File: src/rtl/demux_pkg.sv
// Shared types and constants for the registered 1-to-8 demultiplexer family.
package demux_pkg;

  localparam int NUM_CH = 8;
  localparam int SEL_W  = 3;
  localparam logic [NUM_CH-1:0] ALL_LOADED = 8'hFF;

  typedef enum logic [1:0] {
    EMPTY   = 2'd0,
    FILLING = 2'd1,
    FULL    = 2'd2
  } state_t;

endpackage

File: src/rtl/demux_ptr.sv
// Wrapping channel pointer with increment and synchronous clear (clear wins).
module demux_ptr
  import demux_pkg::*;
(
  input  logic             clk,
  input  logic             rst,
  input  logic             inc_i,
  input  logic             clear_i,
  output logic [SEL_W-1:0] cnt_o
);

  logic [SEL_W-1:0] cnt_q;
  logic [SEL_W-1:0] cnt_d;

  always_comb begin
    cnt_d = cnt_q;
    if (clear_i) begin
      cnt_d = '0;
    end else if (inc_i) begin
      cnt_d = cnt_q + 1'b1;
    end
  end

  always_ff @(posedge clk or posedge rst) begin
    if (rst) begin
      cnt_q <= '0;
    end else begin
      cnt_q <= cnt_d;
    end
  end

  assign cnt_o = cnt_q;

endmodule

File: src/rtl/demux1to8_4bit_reg.sv
// Registered 1-to-8 demultiplexer: steers handshaked words into eight held
// channel registers, tracks loaded channels and stalls on a full frame.
module demux1to8_4bit_reg
  import demux_pkg::*;
#(
  parameter int WIDTH = 4
) (
  input  logic             clk,
  input  logic             rst,
  input  logic [WIDTH-1:0] D,
  input  logic [SEL_W-1:0] S,
  input  logic             auto,
  input  logic             in_valid,
  output logic             in_ready,
  input  logic             clr,
  input  logic             frame_ack,
  output logic [WIDTH-1:0] Q0,
  output logic [WIDTH-1:0] Q1,
  output logic [WIDTH-1:0] Q2,
  output logic [WIDTH-1:0] Q3,
  output logic [WIDTH-1:0] Q4,
  output logic [WIDTH-1:0] Q5,
  output logic [WIDTH-1:0] Q6,
  output logic [WIDTH-1:0] Q7,
  output logic [NUM_CH-1:0] loaded,
  output logic             frame_done,
  output logic [SEL_W-1:0] ptr
);

  state_t            state_q;
  logic [WIDTH-1:0]  chan_q [NUM_CH];
  logic [NUM_CH-1:0] loaded_q;
  logic [NUM_CH-1:0] loaded_d;
  logic              frameDone_q;
  logic [SEL_W-1:0]  ptrVal;
  logic [SEL_W-1:0]  idx;
  logic              accept;
  logic              ackFull;

  assign in_ready = !clr && (state_q != FULL);
  assign accept   = in_valid && in_ready;
  assign ackFull  = (state_q == FULL) && frame_ack && !clr;
  assign idx      = auto ? ptrVal : S;
  assign loaded_d = loaded_q | (NUM_CH'(1) << idx);

  demux_ptr u_ptr (
    .clk     (clk),
    .rst     (rst),
    .inc_i   (accept && auto),
    .clear_i (clr || ackFull),
    .cnt_o   (ptrVal)
  );

  // clr outranks the frame acknowledge, which in turn only matters in FULL
  always_ff @(posedge clk or posedge rst) begin
    if (rst) begin
      state_q     <= EMPTY;
      loaded_q    <= '0;
      frameDone_q <= 1'b0;
      for (int i = 0; i < NUM_CH; i++) chan_q[i] <= '0;
    end else begin
      frameDone_q <= 1'b0;
      if (clr || ackFull) begin
        state_q  <= EMPTY;
        loaded_q <= '0;
      end else if (accept) begin
        chan_q[idx] <= D;
        loaded_q    <= loaded_d;
        if (loaded_d == ALL_LOADED) begin
          state_q     <= FULL;
          frameDone_q <= 1'b1;
        end else begin
          state_q <= FILLING;
        end
      end
    end
  end

  assign Q0         = chan_q[0];
  assign Q1         = chan_q[1];
  assign Q2         = chan_q[2];
  assign Q3         = chan_q[3];
  assign Q4         = chan_q[4];
  assign Q5         = chan_q[5];
  assign Q6         = chan_q[6];
  assign Q7         = chan_q[7];
  assign loaded     = loaded_q;
  assign frame_done = frameDone_q;
  assign ptr        = ptrVal;

endmodule

File: config.mk
export PLATFORM = sky130hd
export DESIGN_NAME = demux1to8_4bit_reg
export DESIGN_NICKNAME = d
export VERILOG_FILES = /design/src/rtl/demux_pkg.sv /design/src/rtl/demux_ptr.sv /design/src/rtl/demux1to8_4bit_reg.sv
export SDC_FILE = /design/constraint.sdc
export NUM_CORES = 1
export LEC_CHECK = 0
export CAP_MARGIN = 20
export CORE_UTILIZATION = 32
export DETAILED_ROUTE_END_ITERATION = 8
export PLACE_DENSITY = 0.71
export RECOVER_POWER = 100
export SLEW_MARGIN = 20
export SYNTH_ARGS = -nofsm -noshare
export SYNTH_HDL_FRONTEND = slang
export SYNTH_HIERARCHICAL = 1
export SYNTH_SLANG_ARGS = --single-unit
File: constraint.sdc
create_clock -name clk -period 1.6 [get_ports clk]
set_input_delay 0.32 -clock clk [delete_from_list [all_inputs] [get_ports clk]]
set_output_delay 0.32 -clock clk [all_outputs]
set_load 0.02 [all_outputs]
==> results list, run 1 <==
- Counting the buffers created by CTS gives 5.
* Clk_skew: 0.006542 ns
- The clock passes through at most 2 buffers.
- Post-synthesis compound-gate area fraction: 7.784%
- Area growth from synthesis to final layout: 47.21%
- Io pins: 58
* Total overflow reported by the global router: 0
- In the synthesized netlist, mux cells make up 21.78% of the area.
- Unique masters post-synth: 29
* Initial antenna violation count: 0
- Post-synthesis share of cell area spent on and, or, nand and nor gates: 8.286%
- The tool flagged a number of max-cap violations equal to 0.
- Deepest level of the CTS H-tree: 2
- Setup slack on the worst reg-to-reg path comes out at -0.12 ns.
- Final ANT Viol Nets: 0
* Total of endpoints with negative setup slack in the final report: 32
* Setup slack after placement: -0.7000 ns
* Net count after synthesis: 167
- Subtracting the final worst setup slack from the clock period gives 1.720 ns.
- Cell area after synthesis: 1993 µm²
* Highest fanout seen on the critical path: 5
* TritonCTS sink count: 46
- The congestion estimate from routability-driven global placement came to 0.8751.
- After detailed routing, the total wire length is 4981 µm.
- After detailed routing, the number of vias per cell comes to 4.889.
* Row count: 28
- Global-route wire length before repair: 7955 µm
- Final Slew Violations: 0
* Setup repair after global routing missed its margin: true
* Clock transition at the registers of the reported paths: 0.08 ns
- TritonCTS built the clock tree.
* Setup slack after layout: -0.1198 ns
- The die covers 6548 µm².
- Synthesized netlist cell count: 153
* Warnings from Yosys: 6
- The design draws 0.003173 W.
* Kind of path behind the tightest hold check: primary input to async pin
* Flip-flop and latch count after synthesis: 46
* Parity-gate share of the synthesized area counting xor and xnor cells: 0.4394%
- 1st-iter DRT viols: 67
* Leakage power figure: 1.396 nW
- The via count of the first global-routing pass is 1552.
- The first detailed-routing pass ran for 6 iterations.
- Adder and majority cell fraction of the synthesized area: 0.6277%
- The worst setup path is launched from a register.
* Largest net degree at the start of global routing: 44
- Derived from the worst setup path, the maximum achievable clock frequency is 0.5815 GHz.
- Cell chosen for the clock root: clkbuf_8
- Failing checks: setup timing
- Core area: 5956 µm²
- The floorplan step set the die width to 80.92 µm.
- Port buffering added 57 buffers.
- Result of the run: finished with violations
- The post-route netlist has 39.75% of its cells at a drive strength greater than 1.
* Pwr dens: 1081 nW/µm²
- By area, the combinational part of the netlist is dominated by multiplexers.
- Detailed routing inserted a total of 1535 vias.
- The later pin in the worst-skew pair is clocked with a latency of 0.30 ns.
- Routed length per instance: 15.86 µm
- In the final design database the tool counted 252 nets.
* Slew headroom: 60.97%
- Sequential cells were found to cover 57.75% of the synthesized design area.
- Crit end category: register
- The final critical path takes up 107.5% of the cycle.
- For the worst setup path, the data arrival time is 1.90 ns.
- For this run, the total global-route usage over all layers was measured as 16.43%.
* Path type of the worst setup path: register to register
- Maximum ir drop on the vdd rail: 0.0007141 V
- End of the worst register-to-register path: Q6[1]
- Data on the critical path is required at its endpoint by 1.78 ns.
- Number of cells traversed by the worst register-to-register path: 5
* Half-perimeter wire length after detailed placement: 3417 µm
- From bottom edge to top edge, the die measures 80.92 µm.
- For this configuration, the core starts out at a cell density of 33.47%.
* Start of the worst register-to-register path: state_q[1]
- Post-Syn Area per Cell: 13.03 µm²
* Transition time at the pin with the least slew margin: 0.5854 ns
- The number of antenna diodes in the final layout is 0.
- In the routed design, unresolved DRC markers number 0.
- Final hold viol count: 0
placed cells by master, fill, tap and decap left out, types with 5 or more instances in the layout:
| cell | count |
|---|---|
| inv_1 | 10 |
| clkbuf_8 | 8 |
| nor2_1 | 5 |
| buf_4 | 20 |
| dlygate4sd2_1 | 26 |
| mux2_4 | 14 |
| clkdlybuf4s50_1 | 8 |
| clkbuf_1 | 19 |
| o21a_1 | 5 |
| mux2_2 | 21 |
| a21oi_1 | 6 |
| dfrtp_1 | 44 |
worst max-delay path, stage by stage, from the launching register on:
cell	delay, ns
dfrtp_1	0.37
and2b_2	0.23
nor3_4	0.30
nand2_4	0.14
or2_4	0.29
mux2_2	0.28
power by group:
part / internal, W / total [W] / switching (W)
Clock: 0.000436 / 0.000812 / 0.000376
Sequential: 0.00136 / 0.00147 / 0.000110
Combinational: 0.000408 / 0.000895 / 0.000487
registers in the layout, indices dropped and copies added, names as in the netlist:
name and count:
frame_done 1, Q4 4, Q1 4, loaded 8
Q6 4, Q0 4, Q5 4, state_q 2
Q2 4, u_ptr/cnt_o 3, Q7 4, Q3 4
synth_stat cells, drive strengths merged:
library cell | number | area, µm²
a2111o | 1 | 11.26
and2b | 1 | 8.760
a31oi | 4 | 25.02
a221o | 1 | 10.01
or2 | 3 | 18.77
nand3b | 1 | 7.510
and3b | 2 | 20.02
nor2 | 9 | 33.78
mux2i | 4 | 40.04
inv | 11 | 41.29
and2 | 1 | 6.260
ha | 1 | 12.51
a21oi | 7 | 35.03
nand4 | 1 | 6.260
o21ai | 1 | 5.000
o32ai | 1 | 8.760
o21a | 5 | 37.54
xnor2 | 1 | 8.760
nor3 | 1 | 16.27
and4b | 1 | 11.26
nand2 | 6 | 22.52
clkbuf | 4 | 25.02
o22ai | 2 | 12.51
nor2b | 1 | 6.260
mux2 | 35 | 394.1
dfrtp | 46 | 1151
a21bo | 1 | 10.01
nor3b | 1 | 7.510
layer usage:
| layer | wire [µm] | GRT usage (%) | up-vias |
|---|---|---|---|
| met5 | 0 | 0 | - |
| met3 | 288 | 4.157 | 8 |
| met4 | 56 | 4.821 | 0 |
| li1 | - | - | 706 |
| met1 | 2246 | 22.53 | 767 |
| met2 | 2390 | 25.55 | 54 |
metrics by stage:
| step | hold slack (ns) | instance area (µm²) | TNS, ns | instances | utilization [%] |
|---|---|---|---|---|---|
| 2_1_floorplan | 0.07358 | 2027 | -0.6445 | 153 | - |
| 3_3_place_gp | 0.4905 | 2794 | -21.81 | 298 | 46.91 |
| 3_5_place_dp | 0.4929 | 2794 | -23.27 | 298 | 46.91 |
| 4_1_cts | 0.2275 | 2987 | -1.104 | 310 | 50.15 |
| 5_1_grt | 0.3638 | 2934 | -5.782 | 314 | 49.26 |
| 6_report | 0.3657 | 2934 | -2.853 | 314 | 49.26 |
layout make-up:
cell class | count | area, µm²
Sequential cell | 46 | 1154
Tap cell | 75 | 93.84
Fill cell | 578 | 3022
Multi-Input combinational cell | 92 | 920.9
Timing Repair Buffer | 82 | 614.3
Inverter | 11 | 41.29
Clock buffer | 8 | 110.1
how the worst max path moves through the flow:
stage | startpoint | endpoint | slack, ns | cells past startpoint
after floorplan | u_ptr/cnt_o[2] | Q1[0] | -0.05 | 4
after global placement | auto | state_q[1] | -0.65 | 7
after detailed placement | auto | Q0[0] | -0.70 | 6
after CTS | state_q[1] | state_q[1] | -0.17 | 5
after global routing | state_q[1] | Q6[0] | -0.19 | 5
final | state_q[1] | Q6[1] | -0.12 | 5
repair_timing:
item / 4_1_cts / 5_1_grt
setup buffers: 4 / 5
setup endpoints to repair: 61 / 56
hold buffers: 0 / 0
resized for setup: 52 / 41
pin swaps: 2 / 9
cloned: 0 / 0
kinds of logic after synthesis:
group / count (synthesis)
mux: 39
buf+inv: 15
simple gates: 28
xor+xnor: 1
fa+ha+maj: 1
compound gates: 23
flops: 46
Power figures use the tool's default switching activity.
==> inputs of run 2 (changes only) <==
--- a/config.mk
+++ b/config.mk
@@ -5,10 +5,11 @@
 export SDC_FILE = /design/constraint.sdc
 export NUM_CORES = 1
 export LEC_CHECK = 0
+export ABC_AREA = 1
 export CAP_MARGIN = 20
 export CORE_UTILIZATION = 32
 export DETAILED_ROUTE_END_ITERATION = 8
-export PLACE_DENSITY = 0.71
+export PLACE_DENSITY = 0.58
 export RECOVER_POWER = 100
 export SLEW_MARGIN = 20
 export SYNTH_ARGS = -nofsm -noshare
==> run 2 against run 1 <==
  * The flow now finishes without violations
  * Utilization shrank 3.3 points
  * Clock power decreased by 13%
  * Design area down 6.1%
  * Via count is 13% higher
  * Critical path depth decreased by 4
  * Clock-buffer cell count is 2 lower
  * Hold slack got worse by 0.022 ns
  * Total power shrank 3.4%
  * Synthesized cell count increased by 46%
  * Wire length increased by 0.62%
  * Register-to-register slack better by 0.27 ns
  * Non-clock buffer count is 6 lower
  * Largest cell class unchanged
  * Highest routed layer unchanged
==> results list, run 2 <==
- The total iterations of the first detailed-routing run came to 4 (-2).
* Total of endpoints with negative setup slack in the final report: 0 (-100%)
- Clock transition at the registers of the reported paths: 0.08 ns (about the same)
- Dpl cells: 375 (+26%)
- The area of all sequential standard cells is 1151 µm² (-0.22%).
- The overall die height is 81.37 µm (+0.55%).
- Required time reported for the critical path endpoint: 1.28 ns (-0.50 ns)
- The first-pass GRT wire length came to 8176 µm (+2.8%).
- Most frequent cell after synthesis: nand2_1
- Traced cell by cell, the critical path runs through clkdlybuf4s50_1.
- Layout cells sized above 1: 13.64% (-26 points)
- Maximum ir drop on the vdd rail: 0.0004512 V (-37%)
* Fmax achieved: 0.6455 GHz (+11%)
- The antenna diode count is 0 (unchanged).
- The endpoint identified for the worst register-to-register timing path is Q0[2].
* Width of the chip: 81.37 µm (+0.55%)
- Crit path launch type: register
- The total routed wirelength is 5012 µm (+0.62%).
- The final period demand of the worst path came to 1.549 ns (-0.1707 ns).
- Period utilisation layout: 96.82% (-11 points)
- Initial antenna violation count: 0 (unchanged)
* Post-Syn Area per Cell: 8.999 µm² (-31%)
* Top cells by instance count after synthesis: 64 x nand2_1, 46 x dfrtp_1, 35 x o21ai_0
- The number of maximum-capacitance violations is 0 (unchanged).
- Leakage power figure: 1.425 nW (+2.1%)
* Transition time at the pin with the least slew margin: 0.5799 ns (-0.005530 ns)
* Io pins: 58 (unchanged)
- Proportion of register bits with asynchronous set or reset after synthesis: 100.0% (unchanged)
- Final nets: 321 (+27%)
* Standard cell with the maximum stage delay on the critical path: clkdlybuf4s50_1
- DRC violation count after routing: 0 (unchanged)
* Design Area, Final: 2754 µm² (-6.1%)
- Buffer count from post-CTS setup fixing: 0 (-4)
- The total of flip-flops plus latches after synthesis was 46 (unchanged).
* Largest net degree at the start of global routing: 44 (unchanged)
* Final hold viol count: 0 (unchanged)
- TritonCTS sink count: 46 (unchanged)
- The per-cell routed wire length was 13.09 µm (-18%).
- Stage delay of the slowest cell on the critical path: 0.59 ns (+0.22 ns)
* Hold slack final: 0.3438 ns (-0.02189 ns)
- The global-route congestion overflow total was 0 (unchanged).
* Buffers plus inverters on the worst setup path: 1 (+1)
* Final ANT Viol Nets: 0 (unchanged)
- CTS tree: done
- The detailed router's first-iteration violation count was 93 (+39%).
- Row count: 28 (unchanged)
- Path type of the worst setup path: register to output port
- The tightest min-delay check is of the primary input to async pin type.
* Most common cell after layout, fill and taps aside: nand2_1
* Slew headroom: 61.34% (+0.37 points)
- Result of the run: completed
- Crit end category: output port
- The number of synthesized flops with an enable pin was 0 (unchanged).
* Port buffer count: 57 (unchanged)
* Synthesized netlist cell count: 224 (+46%)
* Flip-flop count of the largest register after layout: 8 (unchanged)
- Ranked by total cell area, the synthesized netlist is headed by dfrtp_1 57%, nand2_1 12%, o21ai_0 8.7%, inv_1 5.4%, a21oi_1 2.2%.
- Combined area of the multi-input logic cells: 739.5 µm² (-20%)
- The overall die area is 6620 µm² (+1.1%).
* Dominant cell type by area after synthesis: dfrtp_1
- Compared with the post-synthesis result, the final layout area differs by 36.62%.
- The buffer depth of the longest clock path came to 2 (unchanged).
- The final weighted congestion in routability-driven placement is 0.8826 (+0.86%).
- Hold Buf Count CTS: 0 (unchanged)
* Warnings from Yosys: 6 (unchanged)
- Clk_skew: 0.008568 ns (+0.002026 ns)
* Net count after synthesis: 238 (+43%)
- The final max-slew violation count was 0 (unchanged).
- The clock buffer count from CTS came to 5 (unchanged).
* Pwr dens: 1113 nW/µm² (+2.9%)
- Main flop type after synthesis: dfrtp_1
- Highest fanout seen on the critical path: 1 (-4)
- The post-layout utilization of the core is 45.97% (-3.3 points).
- The cell family contributing the most delay on the critical path is buffers and inverters.
- The global-route usage over all layers came to 16.78% (+0.36 points).
- Count of non-filler cells in the finished layout: 383 (+22%)
* Worst path arrival time: 1.23 ns (-0.67 ns)
- The via count came to 1741 (+13%).
* Area after detailed placement: 2860 µm² (+2.4%)
- The cell area after synthesis was 2016 µm² (+1.1%).
- The proportion of netlist area held by the largest area contributor was 57.11% (-0.65 points).
- Starting density of the core: 33.65% (+0.18 points)
- Number of global-route vias before repair: 1701 (+9.6%)
- The proportion of synthesized chip area in sequential cells was 57.11% (-0.65 points).
- Worst R2R Setup Slack: 0.15 ns (+0.27 ns)
* Core area: 5991 µm² (+0.59%)
* Unique masters post-synth: 20 (-31%)
* Skew-Pair Late Insertion Delay: 0.30 ns (about the same)
- The layout filler cell count is 625 (+8.1%).
* Cell chosen for the clock root: clkbuf_8
- DR vias/cell: 4.546 (-7.0%)
- Deepest level of the CTS H-tree: 2 (unchanged)
- The path depth of the worst reg2reg path was 9 (+4).
- The startpoint identified for the worst register-to-register timing path is state_q[1].
- Half-perimeter wire length after detailed placement: 3619 µm (+5.9%)
- The library cells used most frequently in the layout, excluding fill and tap cells, are 63 x nand2_1, 46 x dfrtp_1, 35 x o21ai_0, 29 x inv_1, 23 x clkbuf_1.
## run 2: stage by stage
stage / TNS (ns) / power (W) / setup WS [ns]
after CTS: 0 / 0.003237 / 0.0003101
after floorplan: 0 / 0.002021 / 0.2116
after global placement: -9.397 / 0.002584 / -0.2503
final: 0 / 0.003065 / 0.05086
after global routing: -0.01191 / 0.003256 / -0.01191
after detailed placement: -10.77 / 0.002604 / -0.3111
## run 2: kinds of logic after synthesis
logic type,count (synthesis),synth area share [%]
compound gates,45,11.36
simple gates,100,24.95
fa+ha+maj,1,0.6206
flops,46,57.11
buf+inv,32,5.959
## run 2: metal layers
metal	routed length, µm	vias up	part of all wire, %	track usage (%)
met5	0	-	0	0
met4	105	0	2.1	8.036
met3	239	7	4.8	2.584
met2	2365	48	47	26.75
met1	2300	802	46	22.17
li1	-	884	-	-
## run 2: area by class of cell
| class | count | area share [%] |
|---|---|---|
| Clock inverter | 2 | 0.4998 |
| Inverter | 32 | 4.362 |
| Sequential cell | 46 | 41.80 |
| Clock buffer | 6 | 2.635 |
| Multi-Input combinational cell | 146 | 26.85 |
| Timing Repair Buffer | 76 | 20.45 |
| Tap cell | 75 | 3.408 |
## run 2: power breakdown
| part | switching [W] | total, W | internal (W) |
|---|---|---|---|
| Clock | 0.000399 | 0.000708 | 0.000309 |
| Sequential | 0.000119 | 0.00149 | 0.00137 |
| Combinational | 0.000565 | 0.000870 | 0.000305 |
## run 2: worst max-delay path by stage
stage / endpoint / slack (ns) / start / cells after the start
finish: frame_done / 0.05 / frame_done / 1
global placement: state_q[1] / -0.25 / auto / 11
CTS: Q0[3] / 0.0003 / Q0[3] / 1
detailed placement: state_q[0] / -0.31 / auto / 9
global route: Q0[2] / -0.01 / clr / 10
floorplan: state_q[0] / 0.21 / u_ptr/cnt_o[1] / 10
## run 2: what timing repair did
action                     4_1_cts  5_1_grt
pin swaps                        0        0
setup endpoints to repair       23       61
gates resized for setup         23       25
